<file path="src/rtl/ocp_slave_mem.sv">
// OCP slave in front of a 2**ADDR_WIDTH-word memory: posted/non-posted writes and burst reads.
// Define OCP_SLAVE_WRAP_EN to support WRAP bursts; when it is undefined, WRAP requests get a single ERR beat.
module ocp_slave_mem #(
  parameter int TAGI_WIDTH = 5,
  parameter int BLEN_WIDTH = 4,
  parameter int DATA_WIDTH = 32,
  parameter int ADDR_WIDTH = 5
) (
  input  logic                    clk,
  input  logic                    rst_n,
  input  logic [2:0]              m_cmd,
  input  logic [ADDR_WIDTH-1:0]   m_addr,
  input  logic [BLEN_WIDTH-1:0]   m_burst_length,
  input  logic [2:0]              m_burst_seq,
  input  logic [TAGI_WIDTH-1:0]   m_tagid,
  input  logic [DATA_WIDTH-1:0]   m_data,
  input  logic [DATA_WIDTH/8-1:0] m_data_byteen,
  input  logic                    m_data_valid,
  input  logic                    m_data_last,
  input  logic                    m_resp_accept,
  output logic                    s_cmd_accept,
  output logic                    s_data_accept,
  output logic [DATA_WIDTH-1:0]   s_data,
  output logic [1:0]              s_resp,
  output logic                    s_resp_last,
  output logic [TAGI_WIDTH-1:0]   s_tagid
);

  localparam int BYTES = DATA_WIDTH / 8;

  localparam logic [2:0] CMD_IDLE = 3'b000;
  localparam logic [2:0] CMD_WR   = 3'b001;
  localparam logic [2:0] CMD_RD   = 3'b010;
  localparam logic [2:0] CMD_WRNP = 3'b101;
  localparam logic [1:0] RESP_NULL = 2'b00;
  localparam logic [1:0] RESP_DVA  = 2'b01;
  localparam logic [1:0] RESP_ERR  = 2'b11;
  localparam logic [2:0] SEQ_INCR  = 3'b000;
`ifdef OCP_SLAVE_WRAP_EN
  localparam logic [2:0] SEQ_WRAP  = 3'b010;
`endif

  localparam logic [BLEN_WIDTH-1:0] ONE_BEAT  = BLEN_WIDTH'(1);
  localparam logic [BLEN_WIDTH-1:0] TWO_BEATS = BLEN_WIDTH'(2);
  localparam logic [ADDR_WIDTH-1:0] ADDR_ONE  = ADDR_WIDTH'(1);

  typedef enum logic [1:0] {ST_IDLE, ST_WDATA, ST_RDATA, ST_RESP} state_t;

  state_t state, state_nxt;

  logic [DATA_WIDTH-1:0] mem [2**ADDR_WIDTH];

  logic [ADDR_WIDTH-1:0] addr_q, addr_nxt, addr_inc;
  logic [BLEN_WIDTH-1:0] rem_q, rem_nxt, req_len;
  logic [TAGI_WIDTH-1:0] tag_q, tag_nxt;
  logic                  err_q, err_nxt;
  logic                  nonposted_q, nonposted_nxt;
  logic [DATA_WIDTH-1:0] s_data_nxt;
  logic [1:0]            s_resp_nxt;
  logic                  s_resp_last_nxt;
  logic [TAGI_WIDTH-1:0] s_tagid_nxt;
  logic                  cmd_fire, wr_en, seq_ok, req_ok, last_mismatch;

  assign cmd_fire = s_cmd_accept && (m_cmd != CMD_IDLE);
  assign wr_en    = (state == ST_WDATA) && s_data_accept && m_data_valid;

  always_comb begin
    req_len = (m_burst_length == '0) ? ONE_BEAT : m_burst_length;
    seq_ok  = (m_burst_seq == SEQ_INCR);
`ifdef OCP_SLAVE_WRAP_EN
    // WRAP needs a power-of-two length so the wrap boundary is a simple bit mask.
    if (m_burst_seq == SEQ_WRAP) seq_ok = ((req_len & (req_len - ONE_BEAT)) == '0);
`endif
    req_ok = seq_ok && (m_cmd inside {CMD_WR, CMD_WRNP, CMD_RD});
  end

`ifdef OCP_SLAVE_WRAP_EN
  logic                  wrap_q;
  logic [ADDR_WIDTH-1:0] wrap_mask_q;

  always_ff @(posedge clk or negedge rst_n) begin
    if (!rst_n) begin
      wrap_q      <= 1'b0;
      wrap_mask_q <= '0;
    end else if (cmd_fire) begin
      wrap_q      <= (m_burst_seq == SEQ_WRAP);
      wrap_mask_q <= ADDR_WIDTH'(req_len - ONE_BEAT);
    end
  end
`endif

  always_comb begin
    addr_inc = addr_q + ADDR_ONE;
`ifdef OCP_SLAVE_WRAP_EN
    if (wrap_q) addr_inc = (addr_q & ~wrap_mask_q) | ((addr_q + ADDR_ONE) & wrap_mask_q);
`endif
  end

  // NOTE: every signal gets a default before the case so no path leaves it unassigned (no latches).
  always_comb begin
    state_nxt       = state;
    addr_nxt        = addr_q;
    rem_nxt         = rem_q;
    tag_nxt         = tag_q;
    err_nxt         = err_q;
    nonposted_nxt   = nonposted_q;
    s_data_nxt      = s_data;
    s_resp_nxt      = s_resp;
    s_resp_last_nxt = s_resp_last;
    s_tagid_nxt     = s_tagid;
    last_mismatch   = 1'b0;
    unique case (state)
      ST_IDLE: if (cmd_fire) begin
        addr_nxt      = m_addr;
        rem_nxt       = req_len;
        tag_nxt       = m_tagid;
        err_nxt       = 1'b0;
        nonposted_nxt = (m_cmd == CMD_WRNP);
        if (!req_ok) begin
          state_nxt       = ST_RESP;
          s_resp_nxt      = RESP_ERR;
          s_resp_last_nxt = 1'b1;
          s_tagid_nxt     = m_tagid;
        end else if (m_cmd == CMD_RD) begin
          state_nxt       = ST_RDATA;
          s_resp_nxt      = RESP_DVA;
          s_data_nxt      = mem[m_addr];
          s_tagid_nxt     = m_tagid;
          s_resp_last_nxt = (req_len == ONE_BEAT);
        end else begin
          state_nxt = ST_WDATA;
        end
      end
      ST_WDATA: if (wr_en) begin
        last_mismatch = (m_data_last != (rem_q == ONE_BEAT));
        addr_nxt      = addr_inc;
        rem_nxt       = rem_q - ONE_BEAT;
        err_nxt       = err_q | last_mismatch;
        if (rem_q == ONE_BEAT) begin
          if (nonposted_q) begin
            state_nxt       = ST_RESP;
            s_resp_nxt      = (err_q || last_mismatch) ? RESP_ERR : RESP_DVA;
            s_resp_last_nxt = 1'b1;
            s_tagid_nxt     = tag_q;
          end else begin
            state_nxt = ST_IDLE;
          end
        end
      end
      ST_RDATA: if (m_resp_accept) begin
        if (rem_q == ONE_BEAT) begin
          state_nxt       = ST_IDLE;
          s_resp_nxt      = RESP_NULL;
          s_resp_last_nxt = 1'b0;
        end else begin
          addr_nxt        = addr_inc;
          rem_nxt         = rem_q - ONE_BEAT;
          s_data_nxt      = mem[addr_inc];
          s_resp_last_nxt = (rem_q == TWO_BEATS);
        end
      end
      ST_RESP: if (m_resp_accept) begin
        state_nxt       = ST_IDLE;
        s_resp_nxt      = RESP_NULL;
        s_resp_last_nxt = 1'b0;
      end
      default: state_nxt = ST_IDLE;
    endcase
  end

  // NOTE: sequential state uses non-blocking assignments so all flops update together at the edge.
  always_ff @(posedge clk or negedge rst_n) begin
    if (!rst_n) begin
      state         <= ST_IDLE;
      s_cmd_accept  <= 1'b0;
      s_data_accept <= 1'b0;
      s_data        <= '0;
      s_resp        <= RESP_NULL;
      s_resp_last   <= 1'b0;
      s_tagid       <= '0;
      addr_q        <= '0;
      rem_q         <= '0;
      tag_q         <= '0;
      err_q         <= 1'b0;
      nonposted_q   <= 1'b0;
    end else begin
      state         <= state_nxt;
      s_cmd_accept  <= (state_nxt == ST_IDLE);
      s_data_accept <= (state_nxt == ST_WDATA);
      s_data        <= s_data_nxt;
      s_resp        <= s_resp_nxt;
      s_resp_last   <= s_resp_last_nxt;
      s_tagid       <= s_tagid_nxt;
      addr_q        <= addr_nxt;
      rem_q         <= rem_nxt;
      tag_q         <= tag_nxt;
      err_q         <= err_nxt;
      nonposted_q   <= nonposted_nxt;
    end
  end

  // NOTE: the memory array has no reset; contents survive rst_n and map onto plain RAM.
  always_ff @(posedge clk) begin
    if (wr_en) begin
      for (int b = 0; b < BYTES; b++) begin
        if (m_data_byteen[b]) mem[addr_q][8*b +: 8] <= m_data[8*b +: 8];
      end
    end
  end

endmodule

</file>
<file path="config.mk">
export PLATFORM = sky130hd
export DESIGN_NAME = ocp_slave_mem
export DESIGN_NICKNAME = d
export VERILOG_FILES = /design/src/rtl/ocp_slave_mem.sv
export SDC_FILE = /design/constraint.sdc
export NUM_CORES = 2
export LEC_CHECK = 0
export BUFFER_PORTS_ARGS = -buffer_cell sky130_fd_sc_hd__buf_2
export CAP_MARGIN = 25
export CELL_PAD_IN_SITES_DETAIL_PLACEMENT = 2
export CELL_PAD_IN_SITES_GLOBAL_PLACEMENT = 2
export CORE_ASPECT_RATIO = 1.75
export CORE_UTILIZATION = 38
export CTS_BUF_LIST = sky130_fd_sc_hd__clkbuf_4 sky130_fd_sc_hd__clkbuf_8
export DETAILED_ROUTE_END_ITERATION = 12
export GPL_ROUTABILITY_DRIVEN = 0
export PLACE_DENSITY_LB_ADDON = 0.3
export SYNTH_ARGS = -nofsm -noshare
export SYNTH_HDL_FRONTEND = slang
export SYNTH_SLANG_ARGS = --single-unit
</file>
<file path="constraint.sdc">
create_clock -name clk -period 6.65 [get_ports clk]
set_input_delay 0.9975 -clock clk [delete_from_list [all_inputs] [get_ports clk]]
set_output_delay 0.9975 -clock clk [all_outputs]
set_load 0.01 [all_outputs]
</file>
==> impl_metrics.py <==
metrics = {
    "die": {
        "start_util_pct": 38.4,
        "die_area_mm2": 0.133,
        "num_io_pins": 103,
        "core_mm2": 0.130,
        "rows": 175,
        "dieHeight_um": 482,
        "chipWidth_um": 276,
    },
    "power": {
        "p_leak_uw": 0.0176,
        "design_power_total_uw": 21300,
        "peakVddDrop_mv": 0.452,
        "p_per_area_mw_per_mm2": 382,
    },
    "place": {
        "dpl_cell_area_mm2": 0.0522,
        "placedCellCount": 4233,
        "portBuffers": 102,
        "place_hpwl_um": 112000,
    },
    "worst_setup_path": {
        "worstSetupStartpointType": "register",
        "rrSetupSlack_ns": 2.23,
        "path_max_fanout": 64,
        "worstPathArrival_ns": 5.18,
        "cp_num_buf_inv": 3,
        "reg2reg_to": "s_data[31]",
        "cpLargestDelayFamily": "buffers and inverters",
        "crit_path_end_kind": "register",
        "critPathKind": "reg -> reg",
        "required_ns": 7.41,
        "reg2reg_from": "addr_q[0]",
        "ff2ff_path_depth": 9,
        "crit_path_cell_trace": "buf_16 > inv_1 > ha_4 > buf_4 > mux4_2 > mux2i_1 > o22ai_1 > nor2_1 > o21ai_1",
        "slowest_delay_ns": 0.92,
        "cp_slowest_cell": "buf_4",
    },
    "logic_synthesis": {
        "ys_async_sr_fraction_pct": 5.54,
        "synth_area_leaders": "edfxtp_1 62%, mux4_2 23%, dfrtp_1 3.0%",
        "synth_edf_count": 1024,
        "syn_area_per_cell_um2": 19.0,
        "yosysTopAreaCell": "edfxtp_1",
        "synthAdderAreaFrac_pct": 0.301,
        "yosys.cell_count.top_type": "edfxtp_1",
        "synthCells": 2626,
        "ys_ff_latch": 1084,
        "synth-compound-area-share_pct": 3.93,
        "ys_types": 46,
        "synth_xor_area_share_pct": 0.0702,
        "yosys.area.top_type_share_pct": 61.6,
        "synth_simple_gate_area_share_pct": 2.99,
        "ys_warn_count": 0,
        "ys_seq_area_share_pct": 64.6,
        "synth_mux_area_share_pct": 26.0,
        "synth_area_mm2": 0.0499,
        "synth_top_family_by_area": "multiplexers",
        "synthTopCellsByCount": "1024 x edfxtp_1, 512 x mux4_2, 175 x nor2_1",
        "syn-num-nets": 2699,
        "synth_ff_type": "edfxtp_1",
    },
    "finish": {
        "nets": 2793,
        "instances_no_fill": 4538,
        "drive_above_1_share_pct": 33.3,
        "syn_to_final_growth_pct": 11.5,
        "final_area_mm2": 0.0557,
        "fin_util_pct": 42.8,
    },
    "drt": {
        "ant_nets": 0,
        "via_per_inst": 6.31,
        "wire_per_inst_um": 37.8,
        "first_pass_iters": 5,
        "drc_errors": 0,
        "num_vias": 28623,
        "drtIter0Drc": 2421,
        "drt_wl_total_um": 171000,
    },
    "clocking": {
        "cts_tree": "done",
        "post_cts_buffers": 0,
        "clock_tree.root_cell": "clkbuf_8",
        "cts.repair.resized": 0,
        "cts_buffers": 159,
        "clk_pin_slew_ns": 0.07,
        "worstSkewPairLatency_ns": 0.90,
        "cts_buffer_depth": 3,
        "cts_sinks": 1084,
        "cts_max_level": 4,
    },
    "global_routing": {
        "grt_pass1_vias": 31849,
        "grt_pass1_wl_um": 244000,
        "grt_overflow": 0,
        "grt_max_degree": 111,
        "antenna_found_initial": 7,
        "grtUsageTotal_pct": 26.0,
    },
    "sta": {
        "period_minus_slack_ns": 4.42,
        "finalCritPeriodShare_pct": 66.5,
        "fmax_mhz": 226,
        "slew_viol_final": 0,
        "rsz0062_at_grt": "false",
        "setup_viol": 0,
        "finalClockSkew_ns": 0.0248,
        "relSlewSlack_pct": 25.2,
        "worst_pin_slew_ns": 1.12,
        "tns_ns": 0,
        "finalHoldViolations": 0,
    },
    "hold_path": {
        "hold_path_end": "tag_q[0]",
        "hold_start": "m_tagid[0]",
        "hold_depth": 2,
        "worst_hold_path_type": "in -> reg",
    },
    "run": {
        "maxCapViolations": 0,
    },
    "run_status": {
        "status": "complete, no violations",
    },
}
## how the worst max path moves through the flow
stage	start	to	slack, ns	cells after the start
after global placement	addr_q[0]	s_data[31]	1.86	8
after CTS	addr_q[0]	s_data[31]	2.10	9
after detailed placement	addr_q[0]	s_data[31]	2.10	9
after global routing	addr_q[0]	s_data[31]	2.00	9
after floorplan	addr_q[0]	s_data[28]	3.89	13
final	addr_q[0]	s_data[31]	2.23	9
## metal layers
layer / global-route usage, % / routed length [um]
met1: 29.1 / 60000
met2: 46.6 / 91000
met3: 3.72 / 8700
met4: 16.8 / 11700
met5: 0 / 52
## cell families (layout without fill, tap and decap cells)
group                      count (synthesis)  count (layout)
DFF                                     1084            1084
muxes                                    657             657
and+or+nand+nor                          341             341
AOI/OAI and AO/OA                        302             302
buffers and inverters                    226             455
adders and majority gates                 12              12
xor gates and xnor gates                   4               4
other                                      0               2
## power by group
group | switching [uW] | internal, uW | leakage (uW)
Sequential | 228 | 7610 | 0.00996
Clock | 2730 | 3060 | 0.00178
Combinational | 4490 | 3180 | 0.00589
## through the flow
step           hold WS, ns  setup WS (ns)
2_1_floorplan        0.442           3.89
3_3_place_gp         0.457           1.86
3_5_place_dp         0.486           2.10
4_1_cts              0.301           2.10
5_1_grt              0.339           2.00
6_report             0.376           2.23
## layout make-up
class / count / area (um^2)
clock buffers: 233 / 2930
clock inverters: 63 / 430
inverters: 14 / 52.6
well taps: 1681 / 2100
fillers: 11999 / 74400
flip-flops and latches: 1084 / 32300
multi-input cells: 1316 / 16700
repair buffers: 145 / 1160
diodes: 2 / 5.00
## cell usage in the layout (no fill, tap or decap), drive strengths merged, types with 5 or more instances in the layout
cell type / instances
nand2b: 5
ha: 12
nor3: 37
clkbuf: 234
o22ai: 130
nor2: 175
o21ai: 53
dfrtp: 60
buf: 143
bufinv: 6
a22oi: 94
mux2i: 136
edfxtp: 1024
a21oi: 9
clkinv: 54
mux4: 512
mux2: 9
nor2b: 13
nand3: 51
nand2: 44
inv: 14
## registers in the layout, summed over array words and instances (netlist names), 2 cells and up
signal,count
rem_q,4
s_resp,2
tag_q,5
s_tagid,5
s_data,32
addr_q,5
state,2
mem,1024
## repair_timing
item | 4_1_cts | 5_1_grt
hold buffers | 1 | 0
endpoints found under the setup margin | 0 | 0
hold endpoints to repair | 23 | 0
No activity file was read; power rests on OpenSTA's default activity.
